[src/rtl/lcd_frame_buffer.sv]
`default_nettype none
// ============================================================================
// Module   : lcd_frame_buffer
// Purpose  : 32-character (2 x 16) frame buffer placed upstream of the LCD
//            controller. The application writes characters either at an
//            explicit index or at an auto-incrementing cursor, and can
//            bulk-clear the whole buffer. The controller reads characters by
//            index. A dirty/ack handshake signals changed content.
// Ports    : clk          system clock
//            rst          asynchronous active-low reset
//            wr_en        write strobe, one character per cycle
//            wr_auto      1 = write at cursor, 0 = write at wr_addr
//            wr_addr      write index (0-15 line 1, 16-31 line 2)
//            wr_data      character code
//            clr          single-cycle pulse starting a bulk clear
//            busy         high while a clear is in progress
//            cursor       next auto-write index
//            rd_addr      read index from the LCD controller
//            rd_data      registered character at rd_addr (1-cycle latency)
//            frame_dirty  content changed since the last frame_ack
//            frame_ack    controller starting a refresh pass (pulse)
// Revision : 1.0 - initial release
// ============================================================================
module lcd_frame_buffer #(
    parameter logic [7:0] BLANK_CHAR = 8'h20,
    parameter int         WRAP       = 1
) (
    input  logic       clk,
    input  logic       rst,
    input  logic       wr_en,
    input  logic       wr_auto,
    input  logic [4:0] wr_addr,
    input  logic [7:0] wr_data,
    input  logic       clr,
    output logic       busy,
    output logic [4:0] cursor,
    input  logic [4:0] rd_addr,
    output logic [7:0] rd_data,
    output logic       frame_dirty,
    input  logic       frame_ack
);

    localparam logic [4:0] c_LAST_IDX = 5'd31;

    typedef enum logic [0:0] {
        S_IDLE  = 1'b0,
        S_CLEAR = 1'b1
    } state_t;

    state_t     r_state;
    state_t     w_state_nxt;

    logic [7:0] r_mem [0:31];
    logic [7:0] r_rd_data;
    logic [4:0] r_cursor;
    logic [4:0] r_clr_cnt;
    logic       r_dirty;

    logic       w_we;
    logic [4:0] w_waddr;
    logic [7:0] w_wdata;
    logic [4:0] w_cursor_nxt;
    logic [4:0] w_cnt_nxt;
    logic       w_set_dirty;

    // Cursor step past the last index either wraps or saturates.
    function automatic logic [4:0] f_advance(input logic [4:0] idx);
        if (idx == c_LAST_IDX) begin
            return (WRAP != 0) ? 5'd0 : c_LAST_IDX;
        end
        return idx + 5'd1;
    endfunction

    // ------------------------------------------------------------------
    // State register
    // ------------------------------------------------------------------
    always_ff @(posedge clk or negedge rst) begin
        if (!rst) begin
            r_state <= S_IDLE;
        end else begin
            r_state <= w_state_nxt;
        end
    end

    // ------------------------------------------------------------------
    // Next-state and write-port decode
    // ------------------------------------------------------------------
    always_comb begin
        w_state_nxt  = r_state;
        w_we         = 1'b0;
        w_waddr      = r_cursor;
        w_wdata      = wr_data;
        w_cursor_nxt = r_cursor;
        w_cnt_nxt    = r_clr_cnt;
        w_set_dirty  = 1'b0;
        case (r_state)
            S_IDLE: begin
                // clr wins over a same-cycle write; the write is dropped.
                if (clr) begin
                    w_state_nxt = S_CLEAR;
                end else if (wr_en) begin
                    w_we         = 1'b1;
                    w_waddr      = wr_auto ? r_cursor : wr_addr;
                    w_cursor_nxt = f_advance(w_waddr);
                    w_set_dirty  = 1'b1;
                end
            end
            S_CLEAR: begin
                // One entry blanked per cycle; wr_en/clr are ignored here.
                w_we        = 1'b1;
                w_waddr     = r_clr_cnt;
                w_wdata     = BLANK_CHAR;
                w_set_dirty = 1'b1;
                if (r_clr_cnt == c_LAST_IDX) begin
                    w_cnt_nxt    = 5'd0;
                    w_cursor_nxt = 5'd0;
                    w_state_nxt  = S_IDLE;
                end else begin
                    w_cnt_nxt = r_clr_cnt + 5'd1;
                end
            end
            default: begin
                w_state_nxt = S_IDLE;
            end
        endcase
    end

    // ------------------------------------------------------------------
    // Storage, read port, cursor, clear counter and dirty flag
    // ------------------------------------------------------------------
    always_ff @(posedge clk or negedge rst) begin
        if (!rst) begin
            for (int i = 0; i < 32; i++) begin
                r_mem[i] <= BLANK_CHAR;
            end
            r_rd_data <= BLANK_CHAR;
            r_cursor  <= 5'd0;
            r_clr_cnt <= 5'd0;
            // Dirty out of reset so the first pass draws the blank screen.
            r_dirty   <= 1'b1;
        end else begin
            // Read samples the pre-write contents (read-before-write).
            r_rd_data <= r_mem[rd_addr];
            if (w_we) begin
                r_mem[w_waddr] <= w_wdata;
            end
            r_cursor  <= w_cursor_nxt;
            r_clr_cnt <= w_cnt_nxt;
            // A set event outranks a same-cycle ack so no update is lost.
            if (w_set_dirty) begin
                r_dirty <= 1'b1;
            end else if (frame_ack) begin
                r_dirty <= 1'b0;
            end
        end
    end

    assign busy        = (r_state == S_CLEAR);
    assign cursor      = r_cursor;
    assign rd_data     = r_rd_data;
    assign frame_dirty = r_dirty;

endmodule
`default_nettype wire

[config.mk]
export PLATFORM = sky130hd
export DESIGN_NAME = lcd_frame_buffer
export DESIGN_NICKNAME = d
export VERILOG_FILES = /design/src/rtl/lcd_frame_buffer.sv
export SDC_FILE = /design/constraint.sdc
export NUM_CORES = 1
export LEC_CHECK = 0
export ABC_AREA = 1
export CORE_UTILIZATION = 50
export CTS_CLUSTER_DIAMETER = 60
export DETAILED_ROUTE_END_ITERATION = 16
export HOLD_SLACK_MARGIN = 0.08
export PLACE_DENSITY = 0.67
export SYNTH_ARGS = -nofsm -noshare
export SYNTH_HDL_FRONTEND = slang
export SYNTH_SLANG_ARGS = --single-unit
[constraint.sdc]
create_clock -name clk -period 2.1 [get_ports clk]
set_clock_uncertainty 0.2 [all_clocks]
set_input_delay 0.63 -clock clk [delete_from_list [all_inputs] [get_ports clk]]
set_output_delay 0.63 -clock clk [all_outputs]
set_load 0.005 [all_outputs]
Word level (Yosys, flattened, before mapping)
Index checks and enable logic that the tools add are counted.
Word-level totals
  word-level logic and storage cells: 83
  memories kept: 0
  RAM bits: 0
  bits in latches: 0
  register bits after elaboration: 276
  ROM bits: 0
Operators by class
  magnitude comparators: 3
  multipliers: 0
  reductions and logical operators: 3
  shift operators: 0
  add/sub/neg operators: 2
  divide/modulo/power cells: 0
  equality and inequality tests: 5
  bitwise operators: 3
  mux-type cells: 30
Operators with widths (count)
  $bwmux 256: 1
  $mux 5: 9
  $bmux 8 s5: 1
  $demux 8 s5: 1
  $mux 8: 4
  $pmux 5 s2: 2
  $ge 6x6->1 const B: 2
  $not 5->6: 2
  $add 5x1->5 const B: 2
  $eq 5x5->1 const B: 2
  $mux 1: 10
  $lt 6x1->1 const B: 1
  $ne 2x2->1 const B: 2
  $pmux 1 s2: 2
  $reduce_and 3->1: 1
  $ne 2x1->1 const B: 1
  $reduce_bool 2->1: 1
  $logic_and 1x1->1: 1
  $not 1->1: 1

Depth between registers and ports, before layout
  depth after elaboration: 10
  mapped depth: 11
  depth with buffers taken out: 10

Worst setup path after synthesis
OpenSTA, ideal clock, no wires.
  path kind: in2reg
  start: input port wr_auto
  end: register r_mem[16] (netlist name)
  setup time: 0.123 ns
  data arrival time: 1.912 ns
  cell stages on the path: 10
  required time: 1.777 ns
  path slack: -0.135 ns
  path through: buf_2 > inv_2 > nand2_1 > nand2_1 > nand2_1 > nand3_4 > nand3_2 > clkbuf_1 > o21ai_0 > nand2_1
Between the ends
  cells in the longest elaborated chain, start to end: 10
Ends and longest elaborated chain
  start: declaration: RTL line 31  | input logic wr_auto,
  $mux 5 *: RTL line 103  | w_waddr = wr_auto ? r_cursor : wr_addr;
  $mux 5 *: RTL line 101  | end else if (wr_en) begin
  $mux 5 *: RTL line 99  | if (clr) begin
  $pmux 5 s2 *: RTL line 96  | case (r_state)
  $not 5->6 (not written as such) *: RTL line 145  | r_mem[w_waddr] <= w_wdata;
  $ge 6x6->1 (not written as such) or $lt 6x1->1 (tied branches): RTL line 145
  $logic_and 1x1->1 (not written as such): RTL line 145
  $mux 8 (not written as such): RTL line 145
  $demux 8 s5 *: RTL line 145
  $bwmux 256 *: RTL line 145
  end signal: indexed assignment: RTL line 145
  end: declaration: RTL line 53  | logic [7:0] r_mem [0:31];
Mark *: on every way between the ends. The rest lies on a longest branch, timed or not.
A chain may end at the register's enable or synchronous reset.

Worst setup path in the final report
  start: register r_state (netlist: busy)
  end: register r_mem[23] (netlist name)
Between the ends
  cells in the longest elaborated chain, start to end: 8
Ends and longest elaborated chain
  start: declaration: RTL line 50  | state_t r_state;
  start signal: assignment: RTL line 81  | r_state <= w_state_nxt;
  $not 1->1
  $pmux 5 s2: RTL line 96
  $not 5->6 (not written as such): RTL line 145
  $ge 6x6->1 (not written as such) or $lt 6x1->1 (tied branches): RTL line 145
  $logic_and 1x1->1 (not written as such): RTL line 145
  $mux 8 (not written as such): RTL line 145
  $demux 8 s5: RTL line 145
  $bwmux 256: RTL line 145
Several ways; a longest one is shown, not always the timed one.

==> qor.txt <==
Failing checks: negative setup slack
Critical path type: reg -> reg
Routed WL per cell: 19.6 um
Setup violators final: 99
Critical path data arrival time: 2.39 ns
Setup crit start kind: flip-flop
VDD IR-drop max: 0.00135 V
Drt drc: 0
Syn avg cell area: 7.46 um^2
PortBufs: 38
Yosys cell types: 33
Clock latency on the worst-skew pair: 0.51 ns
Share of layout cells above drive strength 1: 23.6%
RSZ-0062 raised after global routing: yes
Root Buffer: clkbuf_16
Placed cells: 2340
Layout Utilization: 69.0%
CTS Sinks: 276
Mapped Area: 14100 um^2
Total GRT Usage: 31.8%
Global route total overflow: 0
Reg2Reg Setup Slack: -0.09 ns
Crit. End Element: flip-flop
Htree depth: 2
Clock Tree Buf Depth: 3
RD Place Congestion: 0.904
Final Cycle Share: 104%
Worst min path class: reg -> reg
Vias in the first global route: 13200
FF-to-FF Start: busy
Most frequent cells in the layout: 845 x nand2_1, 334 x nand3_1, 241 x dfrtp_1, 102 x buf_4, 58 x o21ai_1
Initial Util: 50.7%
Post-layout min period: 2.19 ns
Endpoints failing hold: 0
Pin count of the biggest net entering global routing: 65
TritonCTS clock tree: built
HPWL after DPL: 28.6 mm
Die Y: 170 um
Max Cap Viol: 0
Die area: 28800 um^2
Max Clock Freq: 456 MHz
Syn Inst Count: 1889
I/O pin total: 39
Fin worst setup slack: -0.0935 ns
Width of the die: 170 um
CTS buffer count: 34
EDFF count, synth: 0
Syn nets: 1917
Worst path required time: 2.30 ns
Slew @ Worst Pin: 0.351 ns
Commonest non-fill, non-tap cell in the layout: nand2_1
Yosys reg bits: 276
Run status: complete, but fails checks
First drt pass iteration count: 6
Syn. warnings: 0
Slew HR: 76.6%
Most used DFF post-synth: dfrtp_1
Cell Rows: 61
DR vias: 14100
Worst-path fanout max: 8
Area delta synth->final: 36.1%
Clk slew on worst S/H paths: 0.06 ns
Pleak: 9.67 nW
Ys async rst share: 100%
Power per cell area: 1550 nW/um^2
# nets final: 2097
Post-Layout Cell Count: 2473
Register area share after synthesis: 49.3%
CORE AREA: 27800 um^2
Antenna Nets Post-Route: 0
Drt total wl: 48.4 mm
Initial antenna violation count: 1
Pre-CTS WS: -0.826 ns
1st-iter DRT viols: 1402
Global-route wire length before repair: 71.0 mm
Vias/cell: 5.70
# fillers: 2167
Hold Path Origin: r_mem[157]
CP Launch Point: busy
Max-slew violation count: 0
area by class of cell:
| cell class | count | area, um^2 | share of cell area, % |
|---|---|---|---|
| multi-input cells | 1464 | 7260 | 37.9 |
| flip-flops and latches | 276 | 6950 | 36.2 |
| repair buffers | 265 | 3240 | 16.9 |
| clock buffers | 55 | 1050 | 5.49 |
| well taps | 378 | 473 | 2.47 |
| inverters | 28 | 111 | 0.581 |
| clock inverters | 6 | 83.8 | 0.437 |
| diodes | 1 | 2.50 | 0.0130 |
power breakdown:
part	internal (W)	switching, W	leakage (nW)	total [W]
Sequential	0.00747	0.00120	3.66	0.00867
Combinational	0.00669	0.00849	5.46	0.0152
Clock	0.00368	0.00228	0.557	0.00596
sequential cells by signal, indices dropped and copies added (netlist names):
register	flops
cursor	5
r_clr_cnt	5
busy	1
frame_dirty	1
r_mem	256
rd_data	8
stage by stage:
step / setup TNS [ns] / hold WS [ns] / total power (W) / instance area (um^2)
after floorplan: -0.0207 / 0.134 / 0.0145 / 14300
after global placement: -179.50 / 0.251 / 0.0190 / 16400
after detailed placement: -189.65 / 0.252 / 0.0193 / 16400
after CTS: -0.240 / 0.263 / 0.0263 / 18000
after global routing: -18.21 / 0.278 / 0.0312 / 19200
final: -3.12 / 0.262 / 0.0298 / 19200
cell usage after synthesis, drive strengths merged, types with 2 or more instances:
master	instances	area [um^2]
o22ai	4	25.0
buf	26	130
ha	4	50.1
nor2	44	344
dfstp	34	893
or2	2	12.5
nand3	356	1900
and2	8	50.1
clkbuf	98	368
nand2	899	3400
dfrtp	242	6060
inv	28	105
o21ai	135	679
critical path, cell delays in order, from the launching register on:
cell       delay, ns
dfrtp_1         0.40
buf_6           0.14
buf_6           0.11
a21oi_2         0.12
nand2_2         0.09
nand2_2         0.09
buf_6           0.10
nand3_4         0.10
buf_12          0.17
buf_6           0.12
clkbuf_16       0.15
o21ai_0         0.19
nand2_1         0.08
timing repair:
action                                  in CTS  in global routing
endpoints found under the hold margin       22                  0
hold buffers                                 1                  0
endpoints found under the setup margin     274                251
buffers inserted                            15                 36
resized for setup                           57                234
gates cloned                                 8                 13
pin swaps                                   10                128
final timing paths:
check | to | cells after the start
setup / recovery | r_mem[23] | 12
hold / removal | r_mem[157] | 2
setup reg to reg | r_mem[23] | 12
hold reg to reg | r_mem[157] | 2
max in group asynchronous | r_mem[149] | 3
min in group asynchronous | r_mem[97] | 2
routing by layer:
| metal | track usage (%) | up-vias | share of wire (%) |
|---|---|---|---|
| li1 | - | 6491 | - |
| met1 | 43.6 | 6754 | 40 |
| met2 | 50.9 | 721 | 47 |
| met3 | 4.84 | 122 | 9.6 |
| met4 | 12.2 | 0 | 3.4 |
| met5 | 0 | - | 0 |
cells by family after synthesis:
kind of cell	count (synthesis)	share of synthesized area, %
AO/OA/AOI/OAI	144	5.28
XOR/XNOR	2	0.124
adder cells (fa/ha/maj)	4	0.355
buffers and inverters	152	4.28
flip-flops	276	49.3
AND/OR/NAND/NOR	1311	40.6
(Power assumes the default switching activity.)
